**src/rtl/imem_loader.sv**
```systemverilog
// rtl/imem_loader.sv - byte-stream boot loader that fills instruction memory and gates CPU reset
//
// Parses a length byte followed by big-endian 32-bit words from a byte stream and
// writes one instruction-memory word per instruction. The CPU is held in reset
// until a complete, valid program has been written.
//
// Ports:
//   clk, reset            system clock; asynchronous active-high reset
//   start                 single-cycle pulse, begins a load from IDLE/DONE/ERROR
//   in_valid, in_data     byte stream input
//   in_ready              loader accepts a byte (transfer = in_valid & in_ready)
//   mem_we                one-cycle word write strobe
//   mem_addr, mem_wdata   byte address (index << 2) and word; held between writes
//   cpu_hold              1 = CPU held in reset (0 only in DONE)
//   busy, done, error     load in progress / program loaded / bad length byte
module imem_loader #(
  parameter int DEPTH = 32,
  parameter int IDX_W = 5
) (
  input  logic        clk,
  input  logic        reset,
  input  logic        start,
  input  logic        in_valid,
  input  logic [7:0]  in_data,
  output logic        in_ready,
  output logic        mem_we,
  output logic [31:0] mem_addr,
  output logic [31:0] mem_wdata,
  output logic        cpu_hold,
  output logic        busy,
  output logic        done,
  output logic        error
);

  localparam int CNT_W = IDX_W + 1;
  localparam logic [8:0] DEPTH_B = 9'(DEPTH);

  typedef enum logic [2:0] {
    S_IDLE,
    S_LEN,
    S_DATA,
    S_WRITE,
    S_DONE,
    S_ERROR
  } state_t;

  state_t state, state_nx;

  logic [IDX_W-1:0] idx;
  logic [1:0]       byte_cnt;
  logic [CNT_W-1:0] count;
  logic [31:0]      word;
  logic [31:0]      addr_r;
  logic [31:0]      wdata_r;

  logic fire;
  logic len_bad;
  logic last_word;

  assign fire      = in_valid & in_ready;
  assign len_bad   = (in_data == 8'd0) || ({1'b0, in_data} > DEPTH_B);
  assign last_word = ({1'b0, idx} + 1'b1) == count;

  always_ff @(posedge clk or posedge reset) begin
    if (reset) begin
      state <= S_IDLE;
    end else begin
      state <= state_nx;
    end
  end

  always_comb begin
    state_nx = state;
    in_ready = 1'b0;
    mem_we   = 1'b0;
    cpu_hold = 1'b1;
    busy     = 1'b0;
    done     = 1'b0;
    error    = 1'b0;
    case (state)
      S_IDLE: begin
        if (start) state_nx = S_LEN;
      end
      S_LEN: begin
        in_ready = 1'b1;
        busy     = 1'b1;
        if (fire) state_nx = len_bad ? S_ERROR : S_DATA;
      end
      S_DATA: begin
        in_ready = 1'b1;
        busy     = 1'b1;
        if (fire && byte_cnt == 2'd3) state_nx = S_WRITE;
      end
      S_WRITE: begin
        mem_we   = 1'b1;
        busy     = 1'b1;
        state_nx = last_word ? S_DONE : S_DATA;
      end
      S_DONE: begin
        done     = 1'b1;
        cpu_hold = 1'b0;
        if (start) state_nx = S_LEN;
      end
      S_ERROR: begin
        error = 1'b1;
        if (start) state_nx = S_LEN;
      end
      default: state_nx = S_IDLE;
    endcase
  end

  // Write address/data are latched on the 4th-byte edge so they are valid during
  // WRITE and then hold until the next word completes.
  always_ff @(posedge clk or posedge reset) begin
    if (reset) begin
      idx      <= '0;
      byte_cnt <= '0;
      count    <= '0;
      word     <= '0;
      addr_r   <= '0;
      wdata_r  <= '0;
    end else begin
      case (state)
        S_LEN: begin
          if (fire && !len_bad) begin
            count    <= in_data[CNT_W-1:0];
            idx      <= '0;
            byte_cnt <= '0;
          end
        end
        S_DATA: begin
          if (fire) begin
            word     <= {word[23:0], in_data};
            byte_cnt <= byte_cnt + 2'd1;
            if (byte_cnt == 2'd3) begin
              wdata_r <= {word[23:0], in_data};
              addr_r  <= {{(32-IDX_W-2){1'b0}}, idx, 2'b00};
            end
          end
        end
        S_WRITE: begin
          idx <= idx + 1'b1;
        end
        default: ;
      endcase
    end
  end

  assign mem_addr  = addr_r;
  assign mem_wdata = wdata_r;

endmodule

```
**config.mk**
```make
export PLATFORM = sky130hd
export DESIGN_NAME = imem_loader
export DESIGN_NICKNAME = d
export VERILOG_FILES = /design/src/rtl/imem_loader.sv
export SDC_FILE = /design/constraint.sdc
export NUM_CORES = 1
export LEC_CHECK = 0
export BUFFER_PORTS_ARGS = -buffer_cell sky130_fd_sc_hd__clkbuf_2
export CAP_MARGIN = 10
export CORE_UTILIZATION = 53
export DETAILED_ROUTE_END_ITERATION = 12
export PLACE_DENSITY_LB_ADDON = 0.05
export SLEW_MARGIN = 20
export SYNTH_ARGS = -nofsm -noshare
export SYNTH_HDL_FRONTEND = slang
export SYNTH_SLANG_ARGS = --single-unit
export TNS_END_PERCENT = 30
```
**constraint.sdc**
```tcl
create_clock -name clk -period 2.6 [get_ports clk]
set_clock_uncertainty 0.2 [all_clocks]
set_input_delay 0.26 -clock clk [delete_from_list [all_inputs] [get_ports clk]]
set_output_delay 0.26 -clock clk [all_outputs]
set_load 0.02 [all_outputs]
```
==> results.py <==
metrics = {
    "worst_setup_path": {
        "data_required_time_of_the_critical_path_ps": 2610,
        "worst_endpoint_data_arrival_time_ps": 2430,
        "timing.critical_path.from_type": "input port",
        "worst-r2r-cell-count": 5,
        "r2r-end": "idx[2]$_DFFE_PP0P_",
        "cp_max_fo": 9,
        "worst-setup-path-type": "input port to flip-flop",
        "worstSetupEndpointType": "flip-flop",
        "timing.rr.start": "state[0]$_DFFE_PP0P_",
        "setup.reg_to_reg.worst_slack_ps": 490,
    },
    "synth": {
        "synth.mux.area_fraction_pct": 22.0,
        "synth_seq_area_share_pct": 56.3,
        "netlist_top_cells_area": "sky130_fd_sc_hd__dfrtp_1 (56%), sky130_fd_sc_hd__mux2_2 (20%), sky130_fd_sc_hd__buf_4 (6.1%), sky130_fd_sc_hd__mux2_1 (2.0%), sky130_fd_sc_hd__nor2_1 (1.1%)",
        "yosys.cell_types.count": 40,
        "synth_top_cell_by_area": "sky130_fd_sc_hd__dfrtp_1",
        "synth_fa_ha_area_share_pct": 0.731,
        "synth_top_family_by_area": "multiplexers",
        "mapped_avg_cell_area_um2": 13.3,
        "synth-main-ff-cell": "sky130_fd_sc_hd__dfrtp_1",
        "synth-seq-cells": 77,
        "synth_most_common_cell": "sky130_fd_sc_hd__dfrtp_1",
        "post_synth_most_frequent_cells": "sky130_fd_sc_hd__dfrtp_1 (77), sky130_fd_sc_hd__mux2_2 (60), sky130_fd_sc_hd__buf_4 (28)",
        "yosysWarningCount": 0,
        "yosys.area_share.xor_xnor_pct": 2.05,
        "synth-edff-count": 0,
        "async_flop_share_pct": 100,
        "synth_cells": 258,
        "synth-compound-area-share_pct": 3.84,
        "synthDominantCellAreaShare_pct": 56.3,
        "mappedNetlistArea_um2": 3420,
        "synthSimpleGateAreaFrac_pct": 7.02,
    },
    "clocking": {
        "cts_max_path_buffers": 2,
        "cts_resized": 0,
        "cts_tree": "built",
        "clock_transition_at_path_regs_ps": 80,
        "cts_buffers": 9,
        "tritoncts_num_sinks": 77,
        "clock_latency_ps": 330,
        "clk_root_buffer_cell": "sky130_fd_sc_hd__clkbuf_8",
        "cts_post_setup_buffers_inserted": 0,
        "cts.hold.buffers_added": 6,
        "h_tree_level_count": 3,
    },
    "worst_hold_path": {
        "min_path_type": "input port to flip-flop",
        "min_delay_path_depth": 2,
        "end_point_of_the_most_critical_hold_path": "count[3]$_DFFE_PP0P_",
        "hp-start": "in_data[3]",
    },
    "routing": {
        "wl_um": 5830,
        "ant_nets": 0,
        "drt_first_iter_violations": 46,
        "drt-wirelength-per-cell_um": 14.5,
        "drtPass1Iterations": 2,
        "route.detailed.drc": 0,
        "vias_per_cell": 5.12,
        "detailroute.via_count": 2054,
    },
    "timing": {
        "hold_viol": 0,
        "slew_viol_final": 0,
        "fin_crit_ps": 2420,
        "tightestPinTransition_ps": 587,
        "fin_hold_ws_ps": 15.5,
        "timing.fmax_mhz": 412,
        "fin_setup_tns_ps": 0,
        "maxSlewHeadroom_pct": 60.9,
        "finalSetupViolations": 0,
        "rsz0062_at_grt": "no",
        "min_period_over_period_pct": 93.2,
    },
    "global_routing": {
        "grt_pass1_wl_um": 9290,
        "grt.total_usage_pct": 18.8,
        "via_count_of_the_first_global_routing_pass": 1885,
        "grt_antenna_before_repair": 0,
        "grt_start_max_net_pins": 35,
        "globalRoute.totalOverflow": 0,
    },
    "run": {
        "drv.max_cap_violation_count": 0,
    },
    "die": {
        "die-area_um2": 6780,
        "std_cell_rows": 28,
        "io-pin-count": 82,
        "core_area_um2": 6060,
        "fp.dieW_um": 82.4,
        "die_height_um": 82.4,
        "floorplan.initialDensity_pct": 56.5,
    },
    "layout": {
        "layout-area-overhead-vs-synth_pct": 14.8,
        "postLayoutCoreUtil_pct": 64.8,
        "n_antenna_cell": 0,
        "post_layout_nonfiller_instances": 401,
        "nNetsFinal": 336,
        "post_route_cells_drive_above_1_share_pct": 42.6,
    },
    "placement": {
        "buffer_ports.inserted": 54,
        "place.detailed.hpwl_um": 4120,
        "gp_congestion": 0.722,
        "dp.cells": 380,
    },
    "power": {
        "seq_power_share_pct": 50.7,
        "switching_share_of_power_pct": 32.8,
        "p_int_mw": 2.30,
        "switching_component_of_the_power_mw": 1.12,
        "power.density_nw_per_um2": 870,
        "combPwrFrac_pct": 24.1,
        "p_leak_nw": 2.07,
        "vdd_drop_max_mv": 0.561,
        "clkPwrFrac_pct": 25.2,
    },
    "run_status": {
        "status": "completed",
    },
}
## worst max path at each step
stage | startpoint | endpoint | slack, ps | cells after the start
6_report | in_data[0] | count[2]$_DFFE_PP0P_ | 180 | 7
5_1_grt | in_data[0] | count[2]$_DFFE_PP0P_ | 100 | 7
4_1_cts | in_data[0] | count[2]$_DFFE_PP0P_ | 190 | 7
3_5_place_dp | in_data[0] | count[2]$_DFFE_PP0P_ | 390 | 6
3_3_place_gp | in_data[0] | count[2]$_DFFE_PP0P_ | 420 | 6
2_1_floorplan | reset | byte_cnt[0]$_DFFE_PP0P_ | 170 | 1
## per-layer routing
layer | global-route usage [%] | wire (um)
met5 | 0 | 0
met4 | 9.65 | 94
met3 | 4.18 | 291
met2 | 26.9 | 2610
met1 | 26.8 | 2830
## cell families after synthesis
kind of cell	after synthesis
multiplexers	67
adder cells (fa/ha/maj)	2
AO/OA/AOI/OAI	20
AND/OR/NAND/NOR	41
other	1
buffers and inverters	42
XOR/XNOR	8
flip-flops	77
## flip-flops by register name, summed over array words and instances, names as in the netlist
| register | flops |
|---|---|
| byte_cnt | 2 |
| mem_wdata | 32 |
| idx | 5 |
| state | 3 |
| mem_addr | 5 |
| word | 24 |
| count | 6 |
## worst max-delay path: stages
cell	delay, ps
sky130_fd_sc_hd__dlygate4sd3_1	540
sky130_fd_sc_hd__clkbuf_2	130
sky130_fd_sc_hd__or4_1	530
sky130_fd_sc_hd__or3_1	340
sky130_fd_sc_hd__and3_4	210
sky130_fd_sc_hd__nand2_8	100
sky130_fd_sc_hd__mux2_1	320
## placed cells by master (no fill, tap or decap), types with 6 or more instances in the layout
master                           n
sky130_fd_sc_hd__dlygate4sd3_1   6
sky130_fd_sc_hd__clkbuf_8        9
sky130_fd_sc_hd__clkbuf_2       54
sky130_fd_sc_hd__dfrtp_1        77
sky130_fd_sc_hd__mux2_1          6
sky130_fd_sc_hd__nor2_1         10
sky130_fd_sc_hd__o21ai_0         7
sky130_fd_sc_hd__conb_1         27
sky130_fd_sc_hd__nand2_1         7
sky130_fd_sc_hd__mux2_2         60
## metrics by stage
stage | area, um2 | setup WS, ps | power (mW)
after floorplan | 3520 | 173 | 2.36
after global placement | 3680 | 425 | 2.56
after detailed placement | 3680 | 389 | 2.58
after CTS | 3930 | 193 | 3.46
after global routing | 3930 | 97.6 | 3.63
final | 3930 | 176 | 3.42
## power groups by stage
stage / logic (mW) / registers (mW) / clock network (mW)
detailed placement: 0.816 / 1.76 / 0
global route: 0.920 / 1.77 / 0.937
finish: 0.824 / 1.73 / 0.861
CTS: 0.829 / 1.74 / 0.891
global placement: 0.806 / 1.75 / 0
floorplan: 0.707 / 1.66 / 0
## layout make-up
type / count / area (um2)
inverter: 5 / 20.0
clock inverter: 6 / 63.8
sequential: 77 / 1930
clock buffer: 9 / 124
fill: 492 / 2130
tap: 75 / 93.8
multi-input combinational: 165 / 1330
timing repair buffer: 64 / 373
(Power assumes the default switching activity.)
